==> src/rtl/priority_encoder_rr.sv <==
// Registered N-input priority encoder with valid/ready output handshake.
// MODE=0 picks the highest set index; MODE=1 rotates priority away from the last accepted winner.
//
// state   | meaning
// --------+-------------------------------------------------------------
// ST_IDLE | no winner held; out_valid=0, grant=0, idx keeps last value
// ST_HOLD | winner held in idx/grant; out_valid=1 until out_ready
module priority_encoder_rr #(
    parameter int N    = 8,
    parameter int W    = $clog2(N),
    parameter int MODE = 0
) (
    input  logic         clk,
    input  logic         rst,
    input  logic         en,
    input  logic [N-1:0] req,
    input  logic         out_ready,
    output logic         out_valid,
    output logic [W-1:0] idx,
    output logic [N-1:0] grant,
    output logic         any_req
);

    localparam logic [0:0]   ST_IDLE = 1'b0;
    localparam logic [0:0]   ST_HOLD = 1'b1;
    localparam logic [N-1:0] ONE_HOT = {{(N-1){1'b0}}, 1'b1};

    logic [0:0]   state;
    logic [W-1:0] last;
    logic [W-1:0] last_eff;
    logic [W-1:0] fixed_win;
    logic [W-1:0] low_win;
    logic [W-1:0] rr_win;
    logic [W-1:0] win;
    logic         low_hit;
    logic         any_live;
    logic         handshake;
    logic         load;

    assign any_live  = |req;
    assign handshake = (state == ST_HOLD) & out_ready;
    assign load      = en & any_live & ((state == ST_IDLE) | handshake);

    // A winner accepted on this edge already counts as "last" for the
    // back-to-back reload, so the rotation advances every cycle.
    assign last_eff = handshake ? idx : last;

    always_comb begin : fixed_pick
        fixed_win = '0;
        for (int i = 0; i < N; i++) begin
            if (req[i]) begin
                fixed_win = W'(i);
            end
        end
    end

    // Rotating order last-1 .. 0, N-1 .. last: the highest requester below
    // last wins; failing that, the highest requester overall (which is at or
    // above last). Only indices < N are ever examined.
    always_comb begin : rr_pick
        low_win = '0;
        low_hit = 1'b0;
        for (int i = 0; i < N; i++) begin
            if (req[i] && (W'(i) < last_eff)) begin
                low_win = W'(i);
                low_hit = 1'b1;
            end
        end
    end

    assign rr_win = low_hit ? low_win : fixed_win;
    assign win    = (MODE == 1) ? rr_win : fixed_win;

    always_ff @(posedge clk) begin
        if (rst) begin
            state   <= ST_IDLE;
            idx     <= '0;
            grant   <= '0;
            any_req <= 1'b0;
            last    <= '0;
        end else begin
            any_req <= en & any_live;
            if (handshake) begin
                last <= idx;
            end
            if (load) begin
                state <= ST_HOLD;
                idx   <= win;
                grant <= ONE_HOT << win;
            end else if (handshake) begin
                state <= ST_IDLE;
                grant <= '0;
            end
        end
    end

    assign out_valid = (state == ST_HOLD);

endmodule

==> config.mk <==
export PLATFORM = sky130hd
export DESIGN_NAME = priority_encoder_rr
export DESIGN_NICKNAME = d
export VERILOG_FILES = /design/src/rtl/priority_encoder_rr.sv
export SDC_FILE = /design/constraint.sdc
export NUM_CORES = 1
export LEC_CHECK = 0
export BUFFER_PORTS_ARGS = -buffer_cell sky130_fd_sc_hd__buf_2
export CAP_MARGIN = 20
export CORE_UTILIZATION = 43
export CTS_BUF_LIST = sky130_fd_sc_hd__clkbuf_4
export DETAILED_ROUTE_END_ITERATION = 10
export GPL_ROUTABILITY_DRIVEN = 0
export PLACE_DENSITY = 0.77
export SLEW_MARGIN = 25
export SYNTH_ARGS = -nofsm -noshare
export SYNTH_HDL_FRONTEND = slang
export SYNTH_SLANG_ARGS = --single-unit
==> constraint.sdc <==
create_clock -name clk -period 1.3 [get_ports clk]
set_clock_uncertainty 0.1 [all_clocks]
set_input_delay 0 -clock clk [delete_from_list [all_inputs] [get_ports clk]]
set_output_delay 0 -clock clk [all_outputs]
set_load 0.01 [all_outputs]
==> results.cfg <==
[clock_tree]
cts_made_buffers = 3
ctsHtreeMaxLevel = 1
clkSinkCount = 13
clkTransAtPathRegs_ns = 0.09
cts_tree = yes
insertion_delay_ns = 0.27
post-cts-setup-buffers = 0
root_buffer = clkbuf_4
clock_path_buffers = 2

[sta]
period_share_pct = 98.49
max_freq_mhz = 781.0
hold_viol = 0
worst_pin_slew_ns = 0.4345
period_needed_ns = 1.280
setup_slack_ns = 0.01960
finalSetupViolations = 0
maxSlewViolCount = 0
max_slew_margin_pct = 70.81
holdWs_ns = 0.03527
rsz0062_at_grt = true

[worst_setup_path]
start_kind = flip-flop
crit_required_ns = 1.36
crit_type = reg2reg
critPathCaptureType = flip-flop
critical_path_arrival_ns = 1.34
worstPathMaxFanout = 5

[grt]
grt_max_degree = 9
grt_pass1_wl_um = 2083
overflow = 0
grt_use_total_pct = 21.03
grt_pass1_vias = 490
antenna_found_initial = 0

[outcome]
outcome = finished with violations
failed_checks = design-rule violations

[synthesis]
synth_fa_ha_area_share_pct = 0
syn_area_per_cell_um2 = 10.83
yosys.area_share.simple_pct = 24.37
yosys.cell_types.count = 25
synthMuxAreaShare_pct = 0
synthXorXnorAreaFrac_pct = 0
synth_compound_area_share_pct = 29.41
ys_warn_count = 0
ys_seq_elements = 13
synth_top_family_by_area = compound AO/OA/AOI/OAI gates
netlist_instances = 55
yosysSeqAreaShare_pct = 43.70
netlist_area_um2 = 595.6
synth_nets = 67

[floorplan]
core_mm2 = 0.001301
rows = 13
die_h_um = 39.22
initial_core_util_pct = 45.77
ioPinCount = 25
die_w_um = 39.22
die_area_mm2 = 0.001538

[worst_hold_path]
hold_class = in2reg

[routing]
drtPass1Iterations = 7
vias = 583
drcViolationCount = 2
ant_nets = 0
dr.first_iter.drc_count = 19
routed_wirelength_um = 1490
wire_per_inst_um = 13.93
via_per_inst = 5.449

[place]
portBuffers = 24
post-place-ws_ns = 0.02864
dp.final_hpwl_um = 1035
dp_cells = 98

[power_and_ir_drop]
power_density_mw_per_mm2 = 985.9
p_leak_uw = 0.0004024
ir_worst_vdd_mv = 0.7604

[finish]
syn_to_final_growth_pct = 46.22
diodes = 0
drive_gt1_share_pct = 44.57
final_common_cell = buf_2
final_cells = 107
nets = 105
layout_common_cells = buf_2, dfxtp_1, clkbuf_4, dlygate4sd3_1

[flow_run]
cap_viol_max_count = 0
==> cells by family (layout without fill, tap and decap cells) <==
group           after synthesis  in the layout
compound gates               20             20
simple gates                 18             18
flops                        13             13
buf+inv                       4             41
==> routing by layer <==
metal	global-route usage [%]	wire (µm)	vias up
met3	3.468	66	2
met4	10.34	18	0
met5	0	0	-
met2	35.83	800	19
li1	-	-	286
met1	25.00	605	276
==> flip-flops by register name, indices dropped and copies added, names as in the netlist <==
name       flops
any_req        1
grant          8
idx            3
out_valid      1
==> per-stage QoR <==
stage / util [%] / TNS, ns / area (µm²) / total power [µW]
4_1_cts: 65.58 / 0 / 853.3 / 861.8
6_report: 66.92 / 0 / 870.8 / 858.6
5_1_grt: 66.92 / -0.04127 / 870.8 / 897.7
3_3_place_gp: 59.42 / 0 / 773.2 / 572.0
2_1_floorplan: - / 0 / 604.3 / 504.1
3_5_place_dp: 59.42 / 0 / 773.2 / 576.8
==> final cells by class <==
class	instances	area, µm²
inverters	4	15.01
clock buffers	4	30.03
well taps	15	18.77
multi-input cells	38	344.1
fillers	106	430.4
repair buffers	33	202.7
flip-flops and latches	13	260.3
==> where the power goes <==
| part | total, µW | switching (µW) | internal, µW | leakage, µW |
|---|---|---|---|---|
| Combinational | 167 | 87.0 | 79.5 | 0.000277 |
| Sequential | 422 | 7.55 | 414 | 0.000106 |
| Clock | 270 | 131 | 139 | 0.0000184 |
==> timing repair <==
item,CTS,global route
resized for setup,0,3
endpoints found under the hold margin,7,0
hold buffers,5,0
setup endpoints to repair,0,7
==> critical path, cell delays in order (launching register included) <==
cell,delay (ns)
dfxtp_1,0.32
and2b_2,0.24
a211oi_4,0.24
o311a_1,0.23
nor3_2,0.04
==> cells in the mapped netlist (all sizes together) <==
master   count  area share [%]
or3          1             1.1
o21ba        1             1.7
inv          4             2.5
dfxtp       13              44
nor2b        1             1.1
nor4         2             7.1
o2bb2ai      2             2.9
and4b        1             1.7
o311a        1             1.7
and2b        1             1.3
nand2b       3             3.2
a32o         3             5.0
o311ai       1             1.5
nand3b       1             1.3
o21bai       1             1.3
o21a         1             2.5
a21oi        4             3.4
o31ai        1             1.3
nor3         1             1.7
a211oi       1             1.3
nor4b        1             1.5
nand4b       1             1.5
nor2         5             3.2
a22o         3             4.4
a21o         1             2.5
==> path summary, 6_finish.rpt <==
path | startpoint | depth (start not counted) | slack (ns) | to
setup / recovery | out_valid$_SDFFE_PP0P_ | 4 | 0.02 | idx[1]$_SDFFE_PP0P_
hold reg to reg | grant[2]$_SDFFE_PP0P_ | 1 | 0.36 | grant[2]$_SDFFE_PP0P_
hold / removal | req[7] | 3 | 0.04 | grant[6]$_SDFFE_PP0P_
setup reg to reg | out_valid$_SDFFE_PP0P_ | 4 | 0.02 | idx[1]$_SDFFE_PP0P_
No activity file was read; power rests on OpenSTA's default activity.
